### src/rtl/complex_pkg.sv
// Shared constants and width helpers for the complex multiply / accumulate chain.
package complex_pkg;

    // Accumulator control state, derived from the sample counter.
    typedef enum logic {
        ST_EMPTY = 1'b0,
        ST_ACCUM = 1'b1
    } acc_state_e;

    // Ceiling log2, valid for v >= 1 (returns 0 for v <= 1).
    function automatic int unsigned clog2(input int unsigned v);
        int unsigned r;
        r = 0;
        for (int i = 0; i < 32; i++) begin
            if ((64'd1 << i) < 64'(v)) begin
                r = 32'(i) + 32'd1;
            end
        end
        return r;
    endfunction

    // Width of a complex product component from operand width.
    function automatic int unsigned prod_width(input int unsigned w);
        return 2 * w + 1;
    endfunction

    // Full-precision width of a sum of up to max_len in_w-bit samples.
    function automatic int unsigned acc_width(input int unsigned in_w, input int unsigned max_len);
        return in_w + clog2(max_len);
    endfunction

endpackage

### src/rtl/accum_lane.sv
// One signed accumulator lane: load/add on samples, registered dump of the full sum.
module accum_lane
    import complex_pkg::*;
#(
    parameter int unsigned IN_WIDTH  = 5,
    parameter int unsigned OUT_WIDTH = 13
) (
    input  logic                 clk,
    input  logic                 rst,
    input  logic                 load_i,
    input  logic                 add_i,
    input  logic                 dump_i,
    input  logic [IN_WIDTH-1:0]  sample_i,
    output logic [OUT_WIDTH-1:0] sum_o
);

    localparam int unsigned EXT_W = OUT_WIDTH - IN_WIDTH;

    logic [OUT_WIDTH-1:0] sample_ext;
    logic [OUT_WIDTH-1:0] acc_d;
    logic [OUT_WIDTH-1:0] acc_q;
    logic [OUT_WIDTH-1:0] sum_q;

    // First sample of a frame replaces the running sum instead of adding to it.
    always_comb begin
        sample_ext = {{EXT_W{sample_i[IN_WIDTH-1]}}, sample_i};
        acc_d      = load_i ? sample_ext : acc_q + sample_ext;
    end

    always_ff @(posedge clk) begin
        if (rst) begin
            acc_q <= '0;
            sum_q <= '0;
        end else begin
            if (load_i || add_i) begin
                acc_q <= acc_d;
            end
            if (dump_i) begin
                sum_q <= acc_d;
            end
        end
    end

    assign sum_o = sum_q;

endmodule

### src/rtl/complex_accum_dump.sv
// Integrate-and-dump of a complex product stream: one full-precision sum per frame.
module complex_accum_dump
    import complex_pkg::*;
#(
    parameter  int unsigned IN_WIDTH  = 5,
    parameter  int unsigned MAX_LEN   = 256,
    localparam int unsigned CNT_W     = clog2(MAX_LEN + 1),
    localparam int unsigned OUT_WIDTH = acc_width(IN_WIDTH, MAX_LEN)
) (
    input  logic                 clk,
    input  logic                 rst,
    input  logic                 sync,
    input  logic [CNT_W-1:0]     acc_len,
    input  logic                 p_valid,
    input  logic [IN_WIDTH-1:0]  pr,
    input  logic [IN_WIDTH-1:0]  pi,
    output logic                 s_valid,
    output logic [OUT_WIDTH-1:0] sr,
    output logic [OUT_WIDTH-1:0] si,
    output logic                 s_abort
);

    logic [CNT_W-1:0] cnt_q;
    logic [CNT_W-1:0] len_q;
    logic             s_valid_q;
    logic             s_abort_q;

    acc_state_e       state_c;
    logic [CNT_W-1:0] len_start_c;
    logic [CNT_W-1:0] len_eff_c;
    logic [CNT_W-1:0] cnt_inc_c;
    logic             start_c;
    logic             add_c;
    logic             done_c;

    // Frame control: a sync with a sample restarts the frame on that sample.
    always_comb begin
        state_c = (cnt_q == '0) ? ST_EMPTY : ST_ACCUM;

        if (acc_len == '0) begin
            len_start_c = CNT_W'(1);
        end else if (acc_len > CNT_W'(MAX_LEN)) begin
            len_start_c = CNT_W'(MAX_LEN);
        end else begin
            len_start_c = acc_len;
        end

        start_c   = p_valid && (sync || (state_c == ST_EMPTY));
        add_c     = p_valid && !sync && (state_c == ST_ACCUM);
        len_eff_c = start_c ? len_start_c : len_q;
        cnt_inc_c = start_c ? CNT_W'(1) : cnt_q + CNT_W'(1);
        done_c    = p_valid && (cnt_inc_c == len_eff_c);
    end

    always_ff @(posedge clk) begin
        if (rst) begin
            cnt_q     <= '0;
            len_q     <= CNT_W'(1);
            s_valid_q <= 1'b0;
            s_abort_q <= 1'b0;
        end else begin
            s_valid_q <= done_c;
            s_abort_q <= sync && (state_c == ST_ACCUM);

            if (done_c) begin
                cnt_q <= '0;
            end else if (p_valid) begin
                cnt_q <= cnt_inc_c;
            end else if (sync) begin
                cnt_q <= '0;
            end

            if (start_c) begin
                len_q <= len_start_c;
            end
        end
    end

    accum_lane #(
        .IN_WIDTH (IN_WIDTH),
        .OUT_WIDTH(OUT_WIDTH)
    ) u_lane_re (
        .clk     (clk),
        .rst     (rst),
        .load_i  (start_c),
        .add_i   (add_c),
        .dump_i  (done_c),
        .sample_i(pr),
        .sum_o   (sr)
    );

    accum_lane #(
        .IN_WIDTH (IN_WIDTH),
        .OUT_WIDTH(OUT_WIDTH)
    ) u_lane_im (
        .clk     (clk),
        .rst     (rst),
        .load_i  (start_c),
        .add_i   (add_c),
        .dump_i  (done_c),
        .sample_i(pi),
        .sum_o   (si)
    );

    assign s_valid = s_valid_q;
    assign s_abort = s_abort_q;

endmodule

### config.mk
export PLATFORM = sky130hd
export DESIGN_NAME = complex_accum_dump
export DESIGN_NICKNAME = d
export VERILOG_FILES = /design/src/rtl/complex_pkg.sv /design/src/rtl/accum_lane.sv /design/src/rtl/complex_accum_dump.sv
export SDC_FILE = /design/constraint.sdc
export NUM_CORES = 1
export LEC_CHECK = 0
export CAP_MARGIN = 20
export CORE_MARGIN = 4
export CORE_UTILIZATION = 52
export CTS_CLUSTER_SIZE = 24
export DETAILED_ROUTE_END_ITERATION = 10
export HOLD_SLACK_MARGIN = 0.15
export PLACE_DENSITY_LB_ADDON = 0.08
export SLEW_MARGIN = 20
export SYNTH_ARGS = -nofsm -noshare
export SYNTH_HDL_FRONTEND = slang
export SYNTH_SLANG_ARGS = --single-unit
### constraint.sdc
create_clock -name clk -period 6.1 [get_ports clk]
set_input_delay 0.61 -clock clk [delete_from_list [all_inputs] [get_ports clk]]
set_output_delay 0.61 -clock clk [all_outputs]
set_load 0.01 [all_outputs]
==> metrics.txt <==
status finished clean; Fill cells 765; floorplan row count 33; Met2 Wirelength 5.45 mm; Initial Utilization 0.540; M1 wire length 5.50 mm; worst hold path class flip-flop to flip-flop; uppermost routed layer met4; first-pass GRT wire length 19.5 mm; # setup viols final 0; CTS Buf Count 9; final slew viol count 0; crit-path max FO 27; largest net degree at the start of global routing 70; core area 8300 um^2; Yosys top cell area share 0.322; post-synth top area cell dfxtp_1; Max Clk Rate 288 MHz; number of synthesized flops with an enable pin 0; Wirelength per Cell 16.8 um; Worst setup EP type flip-flop; setup tns final 0 ns; Static Leak 1.96 nW; WS Path Type flip-flop to flip-flop; CTS clk-pin slew, worst paths 0.07 ns; Final Util 0.618; Antenna Violating Nets Remaining 0; Synth cell types 54; CTS Root Cell clkbuf_8; Syn. warnings 0; nets 639; I/O Buffers 50; worst slew pin tran 1.00 ns; Ports 51; DR vias 4173; total track usage 0.237; CTS tree built; Final period util 0.569; # Max-Cap Violations 0; Worst-Skew Late Latency 0.35 ns; top post-synthesis cells by area dfxtp_1, a21oi_1, ha_1; syn_nets 608; Post-DP HPWL 8.03 mm; Post-Syn Area 4480 um^2; critical path required time 6.33 ns; Pwr per Cell Area 221 nW/um^2; Worst slew margin 0.331; WL final 11.8 mm; die area 10200 um^2; Cells after Synth 557; Max Root-Sink Buffers 2; DIE HEIGHT 101 um; drt drc 0; vias in the first global route 3948; global placement routability congestion 0.859; Avg Cell Area, Syn 8.05 um^2; VDD IR max 145 uV; DRT Pass-1 Iters 4; slowest stage delay, CP 0.84 ns; antenna cell count 0; Final Hold Vio Count 0; Synth Register Bits 72; worst path cell trace inv_1 -> ha_1 -> nor4b_4 -> a21oi_1 -> buf_4 -> nor2_2 -> o41ai_2 -> and2_1 -> nand2_1 -> o211a_1; asr flop ratio synth 0; clk sink count 72; top-count cell post-synth dfxtp_1; RSZ-0062 raised after global routing no; share of layout cells above drive strength 1 0.0607; met3 routed wirelength 700 um; post-cts hold buffer count 0; multi-input logic area 2800 um^2; Setup Fix Bufs, Post-CTS 0; starting DRC count in detailed routing 222; vias per cell 5.98; initial antenna violation count 0; cts repair resizes 0; Chip Width 101 um; Worst Skew 0.0132 ns; GR Overflow Total 0; Worst path slowest cell and2_1; H-tree levels 3; area grow syn2layout 14.4%; area taken by flip-flops and latches 1440 um^2; most frequent cells after synthesis dfxtp_1, a21oi_1, nor2_1; Seq/Total Area, Yosys 0.322; CP Launch Type flip-flop; Critical Path AT 3.70 ns; top_reg_cell synth dfxtp_1; min cycle time layout 3.47 ns
==> worst max-delay path, delay by kind of cell, from the launching register on <==
| kind | cells | cell delay, ns |
|---|---|---|
| DFF | 1 | 0.49 |
| and+or+nand+nor | 4 | 1.44 |
| AOI/OAI and AO/OA | 3 | 0.88 |
| adders and majority gates | 1 | 0.21 |
| buffers and inverters | 2 | 0.34 |
==> per-stage QoR <==
step,hold WS (ns),cells,cell area (um^2),worst slack (ns),total power [W]
floorplan,0.440,557,4480,3.59,0.000730
global placement,0.461,682,4960,2.53,0.000799
detailed placement,0.464,682,4960,2.42,0.000804
CTS,0.474,698,5130,2.67,0.00114
global route,0.496,698,5130,2.28,0.00120
finish,0.472,698,5130,2.63,0.00113
==> cells in the final DEF, fill, tap and decap left out, types with 2 or more instances in the layout <==
cell type        Yosys  routed
a211oi_1            36      36
a21o_1              11      11
a21oi_1             70      70
a311oi_1             9       9
a31oi_1              5       5
and3_1               6       6
buf_2                3       2
buf_4                4       5
clkbuf_1            24       3
clkbuf_8             0      10
clkdlybuf4s50_1      0      48
clkinv_2             0       2
dfxtp_1             72      72
fa_1                 2       2
ha_1                26      26
inv_1               17      17
mux2i_1              5       5
nand2_1             40      40
nand3_1             13      13
nand3b_1             6       6
nor2_1              64      64
nor2b_1              2       2
nor3_1              25      25
o211a_1              2       2
o211ai_1             4       4
o21a_1               9       9
o21ai_0             26      26
o21ai_1              2       2
o22ai_1              3       3
o31a_1               6       6
o31ai_1              7       7
or2_2                5       5
or4_1                3       3
xnor2_1             18      18
xor2_1               7       7
==> state kept, by name (all words and copies together), names as in the netlist <==
register / flops
u_lane_im.acc_q: 13
u_lane_im.sum_o: 13
u_lane_re.acc_q: 13
u_lane_re.sum_o: 13
cnt_q: 9
len_q: 9
s_abort: 1
s_valid: 1
==> layer usage <==
| layer | track usage | vias to the layer above |
|---|---|---|
| met1 | 0.332 | 1946 |
| met3 | 0.0484 | 11 |
| met2 | 0.372 | 112 |
| li1 | - | 2104 |
| met4 | 0.0622 | 0 |
| met5 | 0 | - |
==> area by class of cell <==
| class | count | share of cell area |
|---|---|---|
| clock buffer | 13 | 0.0290 |
| clock inverter | 3 | 0.00342 |
| inverter | 17 | 0.0124 |
| multi-input combinational | 433 | 0.545 |
| sequential | 72 | 0.281 |
| tap | 105 | 0.0256 |
| timing repair buffer | 55 | 0.103 |
==> final timing paths <==
path	from	to	slack, ns	depth (start not counted)
setup reg to reg	cnt_q[0]$_SDFFE_PP0P_	u_lane_im.sum_o[12]$_SDFFE_PP0P_	2.63	10
hold / removal	len_q[8]$_SDFF_PP0_	len_q[8]$_SDFF_PP0_	0.47	2
hold reg to reg	len_q[8]$_SDFF_PP0_	len_q[8]$_SDFF_PP0_	0.47	2
setup / recovery	cnt_q[0]$_SDFFE_PP0P_	u_lane_im.sum_o[12]$_SDFFE_PP0P_	2.63	10
==> kinds of logic after synthesis <==
group	after synthesis	synth area share
simple gates	176	0.194
xor+xnor	25	0.0488
compound gates	198	0.286
buf+inv	52	0.0544
fa+ha+maj	28	0.0815
mux	6	0.0137
flops	72	0.322
==> report_power, final <==
| part | total, W | internal (W) | switching (W) |
|---|---|---|---|
| registers | 0.000506 | 0.000492 | 0.0000145 |
| clock network | 0.000335 | 0.000158 | 0.000177 |
| logic | 0.000291 | 0.000119 | 0.000172 |
No activity file was read; power rests on OpenSTA's default activity.
